===== config.mk =====
export PLATFORM = sky130hd
export DESIGN_NAME = otter_cu_fsm
export DESIGN_NICKNAME = d
export VERILOG_FILES = /design/src/rtl/otter_cu_fsm.sv
export SDC_FILE = /design/constraint.sdc
export NUM_CORES = 1
export LEC_CHECK = 0
export BUFFER_PORTS_ARGS = -buffer_cell sky130_fd_sc_hd__buf_4
export CAP_MARGIN = 30
export CORE_AREA = 8 8 45 47
export CTS_BUF_LIST = sky130_fd_sc_hd__clkbuf_2 sky130_fd_sc_hd__clkbuf_4 sky130_fd_sc_hd__clkbuf_8
export DETAILED_ROUTE_END_ITERATION = 16
export DIE_AREA = 0 0 53 55
export PLACE_DENSITY_LB_ADDON = 0.1
export RECOVER_POWER = 50
export SLEW_MARGIN = 20
export SYNTH_ARGS = -nofsm -noshare
export SYNTH_HDL_FRONTEND = slang
export SYNTH_SLANG_ARGS = --single-unit

===== constraint.sdc =====
create_clock -name CLK -period 1.7 [get_ports CLK]
set_clock_uncertainty 0.05 [all_clocks]
set_input_delay 0.17 -clock CLK [delete_from_list [all_inputs] [get_ports CLK]]
set_output_delay 0.17 -clock CLK [all_outputs]
set_load 0.05 [all_outputs]

===== src/rtl/otter_cu_fsm.sv =====
// ----------------------------------------------------------------------------
// otter_cu_fsm
// Multicycle control FSM for the OTTER RV32I core. It steps each instruction
// through fetch, execute, an optional load writeback and an optional
// interrupt entry. It drives only the enables (PC, register file, memory
// ports and CSR file). Mux and ALU selects come from the combinational
// decoder.
//
// Parameter
//   MEM_HANDSHAKE : 1 = memory phases wait on MEM_READY,
//                   0 = MEM_READY is ignored and treated as always 1
//
// Ports
//   CLK        in  system clock
//   RST        in  synchronous active-high reset
//   CU_OPCODE  in  IR[6:0]
//   CU_FUNC3   in  IR[14:12]
//   INTR       in  external interrupt request (level; the rising edge is the event)
//   CSR_MIE    in  mstatus.MIE
//   MEM_READY  in  memory has completed the current fetch/load/store
//   PC_WRITE   out load the PC
//   REG_WRITE  out register file write enable
//   MEM_RDEN1  out instruction-port read enable
//   MEM_RDEN2  out data-port read enable
//   MEM_WE2    out data-port write enable
//   CSR_WE     out CSR file write enable
//   INT_TAKEN  out interrupt entry strobe
//   MRET_EXEC  out mret executing
//   STATE      out 0 FETCH, 1 EXEC, 2 WB, 3 INTR
// ----------------------------------------------------------------------------
module otter_cu_fsm #(
    parameter bit MEM_HANDSHAKE = 1'b1
) (
    input  logic       CLK,
    input  logic       RST,
    input  logic [6:0] CU_OPCODE,
    input  logic [2:0] CU_FUNC3,
    input  logic       INTR,
    input  logic       CSR_MIE,
    input  logic       MEM_READY,
    output logic       PC_WRITE,
    output logic       REG_WRITE,
    output logic       MEM_RDEN1,
    output logic       MEM_RDEN2,
    output logic       MEM_WE2,
    output logic       CSR_WE,
    output logic       INT_TAKEN,
    output logic       MRET_EXEC,
    output logic [1:0] STATE
);

    typedef enum logic [1:0] {
        ST_FETCH = 2'd0,
        ST_EXEC  = 2'd1,
        ST_WB    = 2'd2,
        ST_INTR  = 2'd3
    } state_t;

    localparam logic [6:0] OP_LUI    = 7'b0110111;
    localparam logic [6:0] OP_AUIPC  = 7'b0010111;
    localparam logic [6:0] OP_JAL    = 7'b1101111;
    localparam logic [6:0] OP_JALR   = 7'b1100111;
    localparam logic [6:0] OP_BRANCH = 7'b1100011;
    localparam logic [6:0] OP_LOAD   = 7'b0000011;
    localparam logic [6:0] OP_STORE  = 7'b0100011;
    localparam logic [6:0] OP_IMM    = 7'b0010011;
    localparam logic [6:0] OP_REG    = 7'b0110011;
    localparam logic [6:0] OP_SYSTEM = 7'b1110011;

    state_t state_reg, state_next;
    logic   intr_q_reg;
    logic   int_pend_reg, int_pend_next;

    logic   mem_ready;
    logic   int_edge;
    logic   take_int;
    logic   complete;

    assign mem_ready = MEM_HANDSHAKE ? MEM_READY : 1'b1;
    assign int_edge  = INTR & ~intr_q_reg;
    // The edge is also counted in the cycle it occurs, so an interrupt that
    // rises during a completion cycle is taken right away.
    assign take_int  = (int_pend_reg | int_edge) & CSR_MIE;

    // A new edge must win over the clear. If the request rose while the core
    // was entering a handler, it stays pending for the next boundary.
    always_comb begin
        int_pend_next = int_pend_reg;
        if (state_reg == ST_INTR) begin
            int_pend_next = 1'b0;
        end
        if (int_edge) begin
            int_pend_next = 1'b1;
        end
    end

    always_ff @(posedge CLK) begin
        if (RST) begin
            state_reg    <= ST_FETCH;
            intr_q_reg   <= 1'b0;
            int_pend_reg <= 1'b0;
        end else begin
            state_reg    <= state_next;
            intr_q_reg   <= INTR;
            int_pend_reg <= int_pend_next;
        end
    end

    always_comb begin
        state_next = state_reg;
        complete   = 1'b0;
        PC_WRITE   = 1'b0;
        REG_WRITE  = 1'b0;
        MEM_RDEN1  = 1'b0;
        MEM_RDEN2  = 1'b0;
        MEM_WE2    = 1'b0;
        CSR_WE     = 1'b0;
        INT_TAKEN  = 1'b0;
        MRET_EXEC  = 1'b0;

        unique case (state_reg)
            ST_FETCH: begin
                MEM_RDEN1 = 1'b1;
                if (mem_ready) begin
                    state_next = ST_EXEC;
                end
            end

            ST_EXEC: begin
                case (CU_OPCODE)
                    OP_LUI, OP_AUIPC, OP_JAL, OP_JALR, OP_IMM, OP_REG: begin
                        REG_WRITE = 1'b1;
                        PC_WRITE  = 1'b1;
                        complete  = 1'b1;
                    end
                    OP_BRANCH: begin
                        PC_WRITE = 1'b1;
                        complete = 1'b1;
                    end
                    OP_LOAD: begin
                        // The address is issued here. The data is collected in WB.
                        MEM_RDEN2  = 1'b1;
                        state_next = ST_WB;
                    end
                    OP_STORE: begin
                        MEM_WE2 = 1'b1;
                        if (mem_ready) begin
                            PC_WRITE = 1'b1;
                            complete = 1'b1;
                        end
                    end
                    OP_SYSTEM: begin
                        PC_WRITE = 1'b1;
                        complete = 1'b1;
                        if (CU_FUNC3 == 3'b000) begin
                            MRET_EXEC = 1'b1;
                        end else if (CU_FUNC3 != 3'b100) begin
                            CSR_WE    = 1'b1;
                            REG_WRITE = 1'b1;
                        end
                    end
                    default: begin
                        // Unknown opcodes retire as a NOP so the core keeps running.
                        PC_WRITE = 1'b1;
                        complete = 1'b1;
                    end
                endcase
            end

            ST_WB: begin
                if (mem_ready) begin
                    REG_WRITE = 1'b1;
                    PC_WRITE  = 1'b1;
                    complete  = 1'b1;
                end
            end

            ST_INTR: begin
                INT_TAKEN  = 1'b1;
                PC_WRITE   = 1'b1;
                state_next = ST_FETCH;
            end

            default: begin
                state_next = ST_FETCH;
            end
        endcase

        // Instruction boundary: the only point where an interrupt can enter.
        if (complete) begin
            state_next = take_int ? ST_INTR : ST_FETCH;
        end

        // Reset forces every enable low in the same cycle. This includes a
        // store that is still waiting on memory.
        if (RST) begin
            PC_WRITE  = 1'b0;
            REG_WRITE = 1'b0;
            MEM_RDEN1 = 1'b0;
            MEM_RDEN2 = 1'b0;
            MEM_WE2   = 1'b0;
            CSR_WE    = 1'b0;
            INT_TAKEN = 1'b0;
            MRET_EXEC = 1'b0;
        end
    end

    assign STATE = RST ? 2'd0 : state_reg;

endmodule

==> load_flow_metrics.sql <==
INSERT INTO impl_metrics (metric_group, metric, value, unit) VALUES
('timing', 'max_frequency', '582', 'MHz'),
('logic_synthesis', 'ys.warnings.count', '0', ''),
('clock_network', 'ctsLongestPathBuffers', '2', ''),
('critical_path', 'r2r_end', 'state_reg[0]', ''),
('cells_and_area', 'final-seq-area', '85.1', 'um2'),
('placed_design', 'post-place-ws', '0.0591', 'ns'),
('global_routing', 'maximum_number_of_pins_on_one_net_before_global_route_repair', '11', ''),
('route', 'route.detailed.vias_per_inst', '5.10', ''),
('critical_path', 'crit_path_top_delay_cell', 'sky130_fd_sc_hd__dfxtp_2', ''),
('min_path', 'hold_path.class', 'in -> reg', ''),
('global_routing', 'initial_antenna_violation_count', '0', ''),
('run_status', 'violated_checks', 'setup timing', ''),
('critical_path', 'max_stage_delay', '0.33', 'ns'),
('placed_design', 'routabilityCongestion', '0.808', ''),
('die', 'floorplan.rows', '14', ''),
('cells_and_area', 'number_of_flip_flops_under_the_largest_register_name', '2', ''),
('die', 'floorplan_die_area', '0.00292', 'mm2'),
('cells_and_area', 'layout-area-overhead-vs-synth', '97.7', '%'),
('clock_network', 'cts_num_sinks', '4', ''),
('timing', 'final-setup-viol-count', '1', ''),
('timing', 'post-route-period-util', '101', '%'),
('timing', 'tightestPinTransition', '0.600', 'ns'),
('route', 'wire_per_inst', '14.0', 'um'),
('route', 'wl', '1550', 'um'),
('pwr', 'sequentialPowerShare', '16.0', '%'),
('cells_and_area', 'antenna_cells', '0', ''),
('timing', 'timing.final.hold_violations', '0', ''),
('logic_synthesis', 'synth_area_per_cell', '7.14', 'um2'),
('timing', 'setup_slack', '-0.0183', 'ns'),
('die', 'die_height', '55', 'um'),
('logic_synthesis', 'synthesis.area', '435', 'um2'),
('cells_and_area', 'multi_input_area', '449', 'um2'),
('pwr', 'netSwitchingFraction', '44.3', '%'),
('run_status', 'status', 'finished, violations left', ''),
('critical_path', 'crit_path_class', 'reg -> out', ''),
('critical_path', 'worstSetupEndpoint', 'REG_WRITE', ''),
('critical_path', 'critPathLaunchType', 'flop', ''),
('pwr', 'p_comb_share', '70.0', '%'),
('pwr', 'power.total', '882', 'uW'),
('timing', 'slew_hr', '60.2', '%'),
('logic_synthesis', 'syn_inst', '61', ''),
('clock_network', 'ctsHtreeMaxLevel', '1', ''),
('timing', 'grt_setup_unrepaired', 'yes', ''),
('route', 'drtPass1Iterations', '4', ''),
('clock_network', 'tritoncts_clock_tree', 'yes', ''),
('critical_path', 'worstSetupStartpoint', 'state_reg[1]', ''),
('clock_network', 'worst_setup_hold_path_clk_slew', '0.04', 'ns'),
('global_routing', 'via_count_of_the_first_global_routing_pass', '599', ''),
('timing', 'fin_worst_hold_slack', '0.108', 'ns'),
('pwr', 'switching_power', '391', 'uW'),
('die', 'die-width', '53', 'um'),
('global_routing', 'grt_first_pass_wirelength', '2530', 'um'),
('logic_synthesis', 'synth_seq_cells', '4', ''),
('timing', 'slew_violations', '0', ''),
('clock_network', 'cts_root_buf', 'sky130_fd_sc_hd__clkbuf_4', ''),
('cells_and_area', 'utilization', '62.2', '%'),
('pwr', 'p_leak', '0.000373', 'uW'),
('critical_path', 'worstReg2RegStart', 'state_reg[0]', ''),
('die', 'core_area', '0.00138', 'mm2'),
('cells_and_area', 'fin_nets', '117', ''),
('flow_run', 'drv.max_cap_violation_count', '0', ''),
('critical_path', 'path_common_cell', 'sky130_fd_sc_hd__buf_6', ''),
('logic_synthesis', 'post_synth_num_cell_types', '24', ''),
('critical_path', 'critical_path_arrival', '1.50', 'ns'),
('min_path', 'whs_path_depth', '2', ''),
('placed_design', 'place.port_buffers', '24', ''),
('critical_path', 'critical_path.max_fanout', '3', ''),
('cells_and_area', 'layout.filler_cells', '128', ''),
('critical_path', 'critical_path.cell_chain', 'inv_4 -> ha_4 -> buf_6 -> nand3_2 -> a2bb2oi_2 -> nor3b_4 -> buf_6', ''),
('logic_synthesis', 'synth_sequential_area_ratio', '18.4', '%'),
('clock_network', 'numCtsBuffers', '3', '');
-- layout make-up --
type	count	share of cell area, %
Multi-Input combinational cell	49	52.2
Timing Repair Buffer	33	30.1
Sequential cell	4	9.88
Inverter	6	2.91
Clock buffer	3	2.62
Tap cell	16	2.33
-- what timing repair did --
item / CTS / global route
hold buffers: 0 / 0
gates resized for setup: 11 / 4
buffers inserted: 8 / 0
pin swaps: 7 / 2
endpoints found under the setup margin: 4 / 3
cloned: 0 / 0
-- worst min-delay path by stage --
stage / startpoint / to
after floorplan: INTR / intr_q_reg
after global placement: INTR / intr_q_reg
after detailed placement: INTR / intr_q_reg
after CTS: INTR / intr_q_reg
after global routing: INTR / intr_q_reg
final: INTR / intr_q_reg
-- cell usage after synthesis, drive strengths merged --
cell     number  area [um2]
dfxtp         4        80.1
nand2b        1        6.26
a31oi         3        18.8
o31ai         1        7.51
nand3         2        10.0
o21ai         3        15.0
o221ai        1        8.76
ha            5        62.6
a2bb2oi       1        8.76
nand2         5        18.8
nor3b         2        15.0
nor4          1        6.26
o2bb2ai       1        15.0
a21oi         3        15.0
a21o          1        7.51
or3           2        17.5
nor2          7        26.3
inv           6        22.5
nor2b         3        18.8
buf           2        10.0
nand4bb       1        11.3
a31o          1        8.76
nor3          5        25.0
-- layer usage --
| layer | GRT usage, % | wire [um] |
|---|---|---|
| met3 | 3.74 | 142 |
| met2 | 21.9 | 814 |
| met5 | 0 | 0 |
| met1 | 10.6 | 581 |
| met4 | 5.17 | 14 |
-- worst max-delay path, delay by kind of cell (launching register included) --
| kind | cells | cell delay, ns |
|---|---|---|
| AOI/OAI and AO/OA | 1 | 0.15 |
| adders and majority gates | 1 | 0.15 |
| buffers and inverters | 3 | 0.36 |
| DFF | 1 | 0.33 |
| and+or+nand+nor | 2 | 0.27 |
-- layout by cell type (no fill, tap or decap), types with 3 or more instances in the layout --
| cell | n |
|---|---|
| sky130_fd_sc_hd__a31oi_1 | 3 |
| sky130_fd_sc_hd__o21ai_0 | 3 |
| sky130_fd_sc_hd__inv_1 | 4 |
| sky130_fd_sc_hd__clkbuf_4 | 3 |
| sky130_fd_sc_hd__nand2_1 | 4 |
| sky130_fd_sc_hd__ha_4 | 3 |
| sky130_fd_sc_hd__nor2b_1 | 3 |
| sky130_fd_sc_hd__buf_6 | 4 |
| sky130_fd_sc_hd__buf_4 | 28 |
| sky130_fd_sc_hd__nor2_1 | 5 |
-- metrics by stage --
step           setup TNS, ns  cells  cell area (um2)
2_1_floorplan        -0.0421     61              522
3_3_place_gp               0    100              713
3_5_place_dp               0    100              713
4_1_cts                    0    111              836
5_1_grt               -0.143    111              861
6_report             -0.0183    111              861
-- power by group through the flow --
stage | registers, uW | logic [uW] | clock network, uW
final | 141 | 618 | 124
after global routing | 143 | 672 | 128
after CTS | 139 | 577 | 123
after detailed placement | 143 | 451 | 0
after global placement | 141 | 445 | 0
after floorplan | 137 | 348 | 0
-- cell families (layout without fill, tap and decap cells) --
| kind of cell | count (synthesis) | count (layout) | synth area share [%] |
|---|---|---|---|
| adder cells (fa/ha/maj) | 5 | 5 | 14.4 |
| AO/OA/AOI/OAI | 15 | 15 | 24.1 |
| AND/OR/NAND/NOR | 29 | 29 | 35.6 |
| buffers and inverters | 8 | 42 | 7.47 |
| flip-flops | 4 | 4 | 18.4 |
Note: power is estimated with default switching activity, not from simulation.
